`src/rtl/mod_counter_unit.sv`:
```
// Run/stop, up/down modulo counter with tick prescaler and merged button/UART command decode.
// Define COUNTER_LOAD_EN to compile in decimal preload over UART ('l', digits, CR commit / ESC abort).
module mod_counter_unit #(
  parameter int CNT_MAX  = 9999,
  parameter int TICK_DIV = 10_000_000,
  parameter int CNT_W    = $clog2(CNT_MAX + 1)
) (
  input  logic             clk,
  input  logic             rst,
  input  logic             btn_clear,
  input  logic             btn_run,
  input  logic             btn_mode,
  input  logic [7:0]       cmd_data,
  input  logic             cmd_valid,
  output logic [CNT_W-1:0] o_count,
  output logic             o_running,
  output logic             o_mode,
  output logic             o_wrap,
  output logic             o_loading
);
  localparam int              PW         = $clog2(TICK_DIV);
  localparam logic [PW-1:0]    PRESC_LAST = PW'(TICK_DIV - 1);
  localparam logic [CNT_W-1:0] CNT_TOP    = CNT_W'(CNT_MAX);

  localparam logic [7:0] CH_CLR  = 8'h63;
  localparam logic [7:0] CH_RUN  = 8'h72;
  localparam logic [7:0] CH_MODE = 8'h6D;

  logic             ev_clr, ev_run, ev_mode, ev_byte, tick;
  logic [CNT_W-1:0] cnt_q, cnt_d;
  logic             run_q, run_d;
  logic             mode_q, mode_d;
  logic             wrap_q, wrap_d;
  logic [PW-1:0]    presc_q, presc_d;
  logic             commit;
  logic [CNT_W-1:0] load_val;

  // One event per cycle: anything below the winning event is dropped.
  assign ev_clr  = btn_clear | (cmd_valid & (cmd_data == CH_CLR));
  assign ev_run  = ~ev_clr & (btn_run | (cmd_valid & (cmd_data == CH_RUN)));
  assign ev_mode = ~ev_clr & ~ev_run & (btn_mode | (cmd_valid & (cmd_data == CH_MODE)));
  assign ev_byte = cmd_valid & ~ev_clr & ~ev_run & ~ev_mode;
  assign tick    = run_q & (presc_q == PRESC_LAST);

`ifdef COUNTER_LOAD_EN
  localparam logic [7:0] CH_LOAD = 8'h6C;
  localparam logic [7:0] CH_CR   = 8'h0D;
  localparam logic [7:0] CH_ESC  = 8'h1B;

  typedef enum logic {S_IDLE, S_LOAD} state_t;

  state_t           state_q, state_d;
  logic [CNT_W-1:0] acc_q, acc_d;
  logic [CNT_W+3:0] acc_ext, acc_mac;
  logic             is_digit;

  assign is_digit = (cmd_data >= 8'h30) && (cmd_data <= 8'h39);
  assign acc_ext  = {4'b0000, acc_q};
  // acc*10 + digit as shift-add; headroom of 4 bits covers the worst case before saturation
  assign acc_mac  = (acc_ext << 3) + (acc_ext << 1) + {{CNT_W{1'b0}}, cmd_data[3:0]};

  always_comb begin
    state_d = state_q;
    acc_d   = acc_q;
    commit  = 1'b0;
    if (ev_clr) begin
      state_d = S_IDLE;
    end else if (ev_byte) begin
      case (state_q)
        S_IDLE: begin
          if (cmd_data == CH_LOAD) begin
            state_d = S_LOAD;
            acc_d   = '0;
          end
        end
        S_LOAD: begin
          if (is_digit) begin
            acc_d = (acc_mac > {4'b0000, CNT_TOP}) ? CNT_TOP : acc_mac[CNT_W-1:0];
          end else if (cmd_data == CH_CR) begin
            commit  = 1'b1;
            state_d = S_IDLE;
          end else if (cmd_data == CH_ESC) begin
            state_d = S_IDLE;
          end
        end
        default: state_d = S_IDLE;
      endcase
    end
  end

  always_ff @(posedge clk or posedge rst) begin
    if (rst) begin
      state_q <= S_IDLE;
      acc_q   <= '0;
    end else begin
      state_q <= state_d;
      acc_q   <= acc_d;
    end
  end

  assign load_val  = acc_q;
  assign o_loading = (state_q == S_LOAD);
`else
  assign commit    = 1'b0;
  assign load_val  = '0;
  assign o_loading = 1'b0;
`endif

  // Count priority: clear > load commit > tick; a stop swallows a coincident tick.
  always_comb begin
    cnt_d   = cnt_q;
    run_d   = run_q;
    mode_d  = mode_q;
    presc_d = presc_q;
    wrap_d  = 1'b0;
    if (ev_clr) begin
      cnt_d   = '0;
      presc_d = '0;
    end else if (ev_run) begin
      run_d   = ~run_q;
      presc_d = '0;
    end else begin
      if (run_q) presc_d = tick ? '0 : presc_q + PW'(1);
      if (ev_mode) mode_d = ~mode_q;
      if (commit) begin
        cnt_d = load_val;
      end else if (tick) begin
        if (mode_q) begin
          if (cnt_q == '0) begin
            cnt_d  = CNT_TOP;
            wrap_d = 1'b1;
          end else begin
            cnt_d = cnt_q - CNT_W'(1);
          end
        end else begin
          if (cnt_q == CNT_TOP) begin
            cnt_d  = '0;
            wrap_d = 1'b1;
          end else begin
            cnt_d = cnt_q + CNT_W'(1);
          end
        end
      end
    end
  end

  always_ff @(posedge clk or posedge rst) begin
    if (rst) begin
      cnt_q   <= '0;
      run_q   <= 1'b0;
      mode_q  <= 1'b0;
      wrap_q  <= 1'b0;
      presc_q <= '0;
    end else begin
      cnt_q   <= cnt_d;
      run_q   <= run_d;
      mode_q  <= mode_d;
      wrap_q  <= wrap_d;
      presc_q <= presc_d;
    end
  end

  assign o_count   = cnt_q;
  assign o_running = run_q;
  assign o_mode    = mode_q;
  assign o_wrap    = wrap_q;
endmodule

```
`config.mk`:
```
export PLATFORM = sky130hd
export DESIGN_NAME = mod_counter_unit
export DESIGN_NICKNAME = d
export VERILOG_FILES = /design/src/rtl/mod_counter_unit.sv
export SDC_FILE = /design/constraint.sdc
export NUM_CORES = 1
export LEC_CHECK = 0
export ABC_AREA = 0
export CAP_MARGIN = 20
export CORE_MARGIN = 10
export CORE_UTILIZATION = 60
export CTS_CLUSTER_DIAMETER = 100
export DETAILED_ROUTE_END_ITERATION = 16
export PLACE_DENSITY = 0.95
export SKIP_LAST_GASP = 1
export SLEW_MARGIN = 20
export SYNTH_ARGS = -nofsm -noshare
export SYNTH_HDL_FRONTEND = slang
export SYNTH_SLANG_ARGS = --single-unit
```
`constraint.sdc`:
```
create_clock -name clk -period 4.4 [get_ports clk]
set_clock_uncertainty 0.15 [all_clocks]
set_input_delay 0.88 -clock clk [delete_from_list [all_inputs] [get_ports clk]]
set_output_delay 0.88 -clock clk [all_outputs]
set_load 0.03 [all_outputs]
```
**Yosys cells after proc, flatten, opt, wreduce, memory -nomap -nowiden**

Cells that the tools add are included.

- Output and inout bits: 18
- Flip-flop bits (word level): 41

- Reduce and logical (&&, ||, !) cells: 6
- Add/sub/neg operators: 3
- Equal/unequal tests: 6
- Bitwise logic cells: 14
- Multiplexer cells: 16

Operators with widths:

| kind | count |
|---|---|
| $mux W24 | 4 |
| $mux W14 | 6 |
| $add A24 B1 Y24 const B | 1 |
| $eq A24 B24 Y1 const B | 1 |
| $eq A8 B7 Y1 const B | 3 |
| $add A14 B1 Y14 const B | 1 |
| $eq A14 B14 Y1 const B | 1 |
| $logic_not A14 Y1 | 1 |
| $sub A14 B1 Y14 const B | 1 |
| $and A1 B1 Y1 | 7 |
| $mux W1 | 6 |
| $not A1 Y1 | 4 |
| $reduce_and A2 Y1 | 2 |
| $or A1 B1 Y1 | 3 |
| $reduce_and A3 Y1 | 1 |
| $reduce_bool A3 Y1 | 1 |
| $ne A2 B2 Y1 const B | 1 |
| $reduce_bool A2 Y1 | 1 |

**Longest topological paths before layout**

- Depth after elaboration: 9
- Gate-level depth with buffers: 8
- Mapped depth without buffers: 7

**Least setup slack after synthesis**

OpenSTA, ideal clock, no wires.

- Path type: reg-to-reg
- Start point: reg cnt_q[5] (netlist: o_count[5])
- End point: reg cnt_q[4] (netlist: o_count[4])
- Path slack: 1702 ps
- Path buffers: 2
- Arrival: 2430 ps
- Stages on the path, launching flop included: 8
- Cell sequence: dfrtp_1 -> buf_6 -> or4_4 -> or4_4 -> and3_4 -> buf_6 -> a32o_1 -> a21o_1

- Cells in the longest elaborated chain, start to end: 6

Ends and longest elaborated chain:

| element | line | text |
|---|---|---|
| from (decl) | 30 | `logic [CNT_W-1:0] cnt_q, cnt_d;` |
| from (signal assigned) | 155 | `cnt_q <= cnt_d;` |
| $eq A14 B14 Y1 or $logic_not A14 Y1 (tied branches) | 136, 129 |  |
| $mux W14, on equally long branches | 136, 129 |  |
| $mux W14 * | 128 | `if (mode_q) begin` |
| $mux W14 * | 127 | `end else if (tick) begin` |
| $mux W14 * | 119 | `end else if (ev_run) begin` |
| $mux W14 * | 116 | `if (ev_clr) begin` |

Every way passes the cells marked *; elsewhere a longest branch is shown, timed or not. The select of a mux whose other input is x is not followed.
A chain may end at the register's enable or synchronous reset.

**Worst setup path in the final report**

- Start point: in cmd_data[1]
- End point: reg presc_q[15]

- Cells in the longest elaborated chain, start to end: 7

Ends and longest elaborated chain:

| element | line | text |
|---|---|---|
| from (decl) | 13 | `input logic [7:0] cmd_data,` |
| $eq A8 B7 Y1 | 39 | `assign ev_clr = btn_clear \| (cmd_valid & (cmd_data == CH_CLR));` |
| $and A1 B1 Y1 | 39 |  |
| $or A1 B1 Y1 | 39 |  |
| $not A1 Y1 (no source line) | n/a |  |
| $and A1 B1 Y1 | 40 | `assign ev_run = ~ev_clr & (btn_run \| (cmd_valid & (cmd_data == CH_RUN)));` |
| $mux W24 | 119 |  |
| $mux W24 | 116 |  |
| to (signal assigned) | 159 | `presc_q <= presc_d;` |
| to (decl) | 34 | `logic [PW-1:0] presc_q, presc_d;` |

Several ways; a longest one is shown, not always the timed one.

==> impl_results.md <==
- Outcome: complete, no violations
- Arrival @ worst endpoint: 3.05 ns
- Hold-fix buffer count after cts: 0
- Fin crit period: between 3 and 4 ns
- DRC Markers: 0
- EDFF count, synth: 0
- Setup Crit Path Kind: primary input to flip-flop
- Crit path max fanout: 18
- Maximum clock insertion buffer count: 2
- # IOs: 32
- Worst relative slew slack: 0.491
- Area Overhead vs Synth: 15.3%
- CP startpoint kind: primary input
- Hold Crit Start: presc_q[1]
- Hold Crit Depth: 2
- Final-report hold violation count: 0
- Yosys top cell by area: dfrtp_1
- Fillers: roughly 340
- Share of flip-flops with an asynchronous set or reset: 1.00
- GRT Overall Usage: 0.195
- Synth cell count leaders: nor2_1 (42), dfrtp_1 (41), nand2_1 (25), nand3_1 (18), xnor2_1 (15)
- Routability congestion estimate: between 0.9 and 1
- Sequential cell area fraction in the yosys report: 0.367
- First-pass GRT wire length: approximately 12 mm
- Grt ovf: 0
- Vias in the first global route: approximately 2600
- Resized Gates After CTS: 0
- Synth warn: 0
- Slew of the pin with the lowest slew margin: approximately 0.76 ns
- Max Clock Freq: 328 MHz
- FF+latch area: 0.00103 mm2
- Setup-failing EPs final: 0
- Library cells used by synthesis: 65
- Area of the core: 0.00444 mm2
- CTS tree: built
- # H-tree levels: 2
- DR vias/cell: between 6 and 7
- Layout cells sized above 1: 0.0872
- 1st-iter DRT viols: just under 300
- RSZ-0062 raised after global routing: no
- Hold Path End: presc_q[1]
- Max VDD drop: ~0.21 mV
- Placed cell area: between 0.003 and 0.004 mm2
- Mapped Area: 0.00280 mm2
- Pwr dens: ~390 mW/mm2
- WL per Instance: around 19 um
- Critical Path End Type: flip-flop
- Slew Viols, Final: 0
- Clock buffer count from CTS: 5
- Most frequent cell after synthesis: nor2_1
- Final WL: ~7.4 mm
- Syn_area_per_cell: 8.67 um2
- Synth top area share: 0.367
- Setup repair bufs after CTS: 0
- Area of the multi-input gates: 0.00167 mm2
- Syn Nets: 340
- Clock Root Buffer: clkbuf_8
- Largest net degree at the start of global routing: 42
- Setup TNS: 0 ns
- # clock sinks: between 40 and 50
- Req. time, crit path: approximately 4.4 ns
- Clock-pin slew on the worst setup and hold paths: ~0.08 ns
- Max cap viols: 0
- Ys flop type: dfrtp_1
- Via count: roughly 2600
- Chip height: between 80 and 90 um
- R2r startpoint: presc_q[11]
- Initial antenna violation count: 0
- Cell area after layout: approximately 0.0032 mm2
- Gate Count Post-Synth: between 300 and 400
- Antenna diodes: 0
- Leakage: between 1 and 1.5 nW
- Starting density of the core: 0.630
- Die Wd: ~90 um
- Later-pin clock latency in the skew report: ~0.3 ns
- Die ar.: slightly below 0.008 mm2
- Dpl hpwl: approximately 5.3 mm
- Reg2reg setup slack: 1.62 ns
- Ratio of final minimum period to clock period: 0.693
- Antenna-violating nets left: 0
- TritonRoute pass-1 iters: 5
- R2R depth: 5
- Worst r2r dst: presc_q[15]
- Rows: 24
- Nets: 360
- Top cells by area, synth: dfrtp_1 (37%), nor2_1 (5.6%), xnor2_1 (4.7%), nand2_1 (3.4%), nand3_1 (3.2%)
- Flops & latches, synth: between 40 and 50
- Port Buffer Count: 30
- HP Class: flip-flop to flip-flop
## cell families (layout without fill, tap and decap cells)
| kind of cell | after synthesis | count (layout) | synth area share |
|---|---|---|---|
| AND/OR/NAND/NOR | 171 | 171 | 0.349 |
| AO/OA/AOI/OAI | 59 | 59 | 0.157 |
| flip-flops | 41 | 41 | 0.367 |
| buffers and inverters | 26 | 47 | 0.0429 |
| XOR/XNOR | 21 | 21 | 0.0657 |
| adder cells (fa/ha/maj) | 3 | 3 | 0.0134 |
| other | 1 | 1 | 0.00134 |
| multiplexers | 1 | 1 | 0.00358 |
## critical path, cell delays in order
cell             delay, ns
clkdlybuf4s50_1       0.47
nor3b_1               0.60
a31o_2                0.41
nand2b_1              0.57
nor2_1                0.12
## layout make-up
class                      count  share of cell area
clock inverter                 2              0.0116
timing repair buffer          33               0.100
inverter                       6             0.00698
sequential                    41               0.318
tap                           52              0.0202
multi-input combinational    256               0.518
clock buffer                   6              0.0256
## report_power, final
group          switching (W)  internal (W)  total [W]
clock network       0.000138      0.000185   0.000323
logic               0.000237      0.000189   0.000425
registers          0.0000956      0.000403   0.000498
## through the flow
step,utilization,std cells,setup slack (ns),total power (W),hold WS (ns)
floorplan,-,323,1.70,0.000789,0.366
finish,0.726,396,1.35,0.00125,0.422
global route,0.726,396,1.12,0.00130,0.466
detailed placement,0.697,388,1.07,0.000915,0.412
CTS,0.724,396,1.37,0.00124,0.426
global placement,0.697,388,1.16,0.000906,0.398
## layer usage
layer  track usage  up-vias  part of all wire  routed length [um]
met1         0.235     1275              0.42                3100
met3        0.0313       13             0.050                 370
li1              -     1252                 -                   -
met4        0.0617        0             0.015                 111
met5             0        -                 0                   0
met2         0.346       91              0.52                3810
## registers in the layout (all words and copies together), names as in the netlist
| name | count |
|---|---|
| presc_q | 24 |
| o_wrap | 1 |
| o_running | 1 |
| o_mode | 1 |
| o_count | 14 |
## worst max-delay path by stage
stage,cells past startpoint,startpoint,to,slack [ns]
finish,5,cmd_data[1],presc_q[15],1.35
global route,5,cmd_data[1],presc_q[23],1.12
CTS,6,cmd_data[1],presc_q[13],1.37
detailed placement,6,cmd_data[1],presc_q[13],1.07
global placement,6,btn_clear,presc_q[13],1.16
floorplan,7,o_count[5],o_count[4],1.70
## cell usage in the layout, fill, tap and decap left out, drive strengths merged, types with 3 or more instances in the layout
cell	Yosys	layout
nor2	42	42
dfrtp	41	41
clkdlybuf4s50	0	30
nand2	25	25
nand3	18	18
xnor2	15	15
nor4	13	13
nand4	10	10
a21oi	9	9
nor3	9	9
o21ai	7	7
inv	6	6
xor2	6	6
clkbuf	12	6
and3	6	6
nor3b	5	5
a31o	5	5
a22o	5	5
and4	5	5
a21o	4	4
nand2b	4	4
or2	4	4
or4	4	4
nand4b	3	3
or3	3	3
nor4b	3	3
a31oi	3	3
or4bb	3	3
and2	3	3
or4b	3	3
ha	3	3
buf	8	3
(Power assumes the default switching activity.)
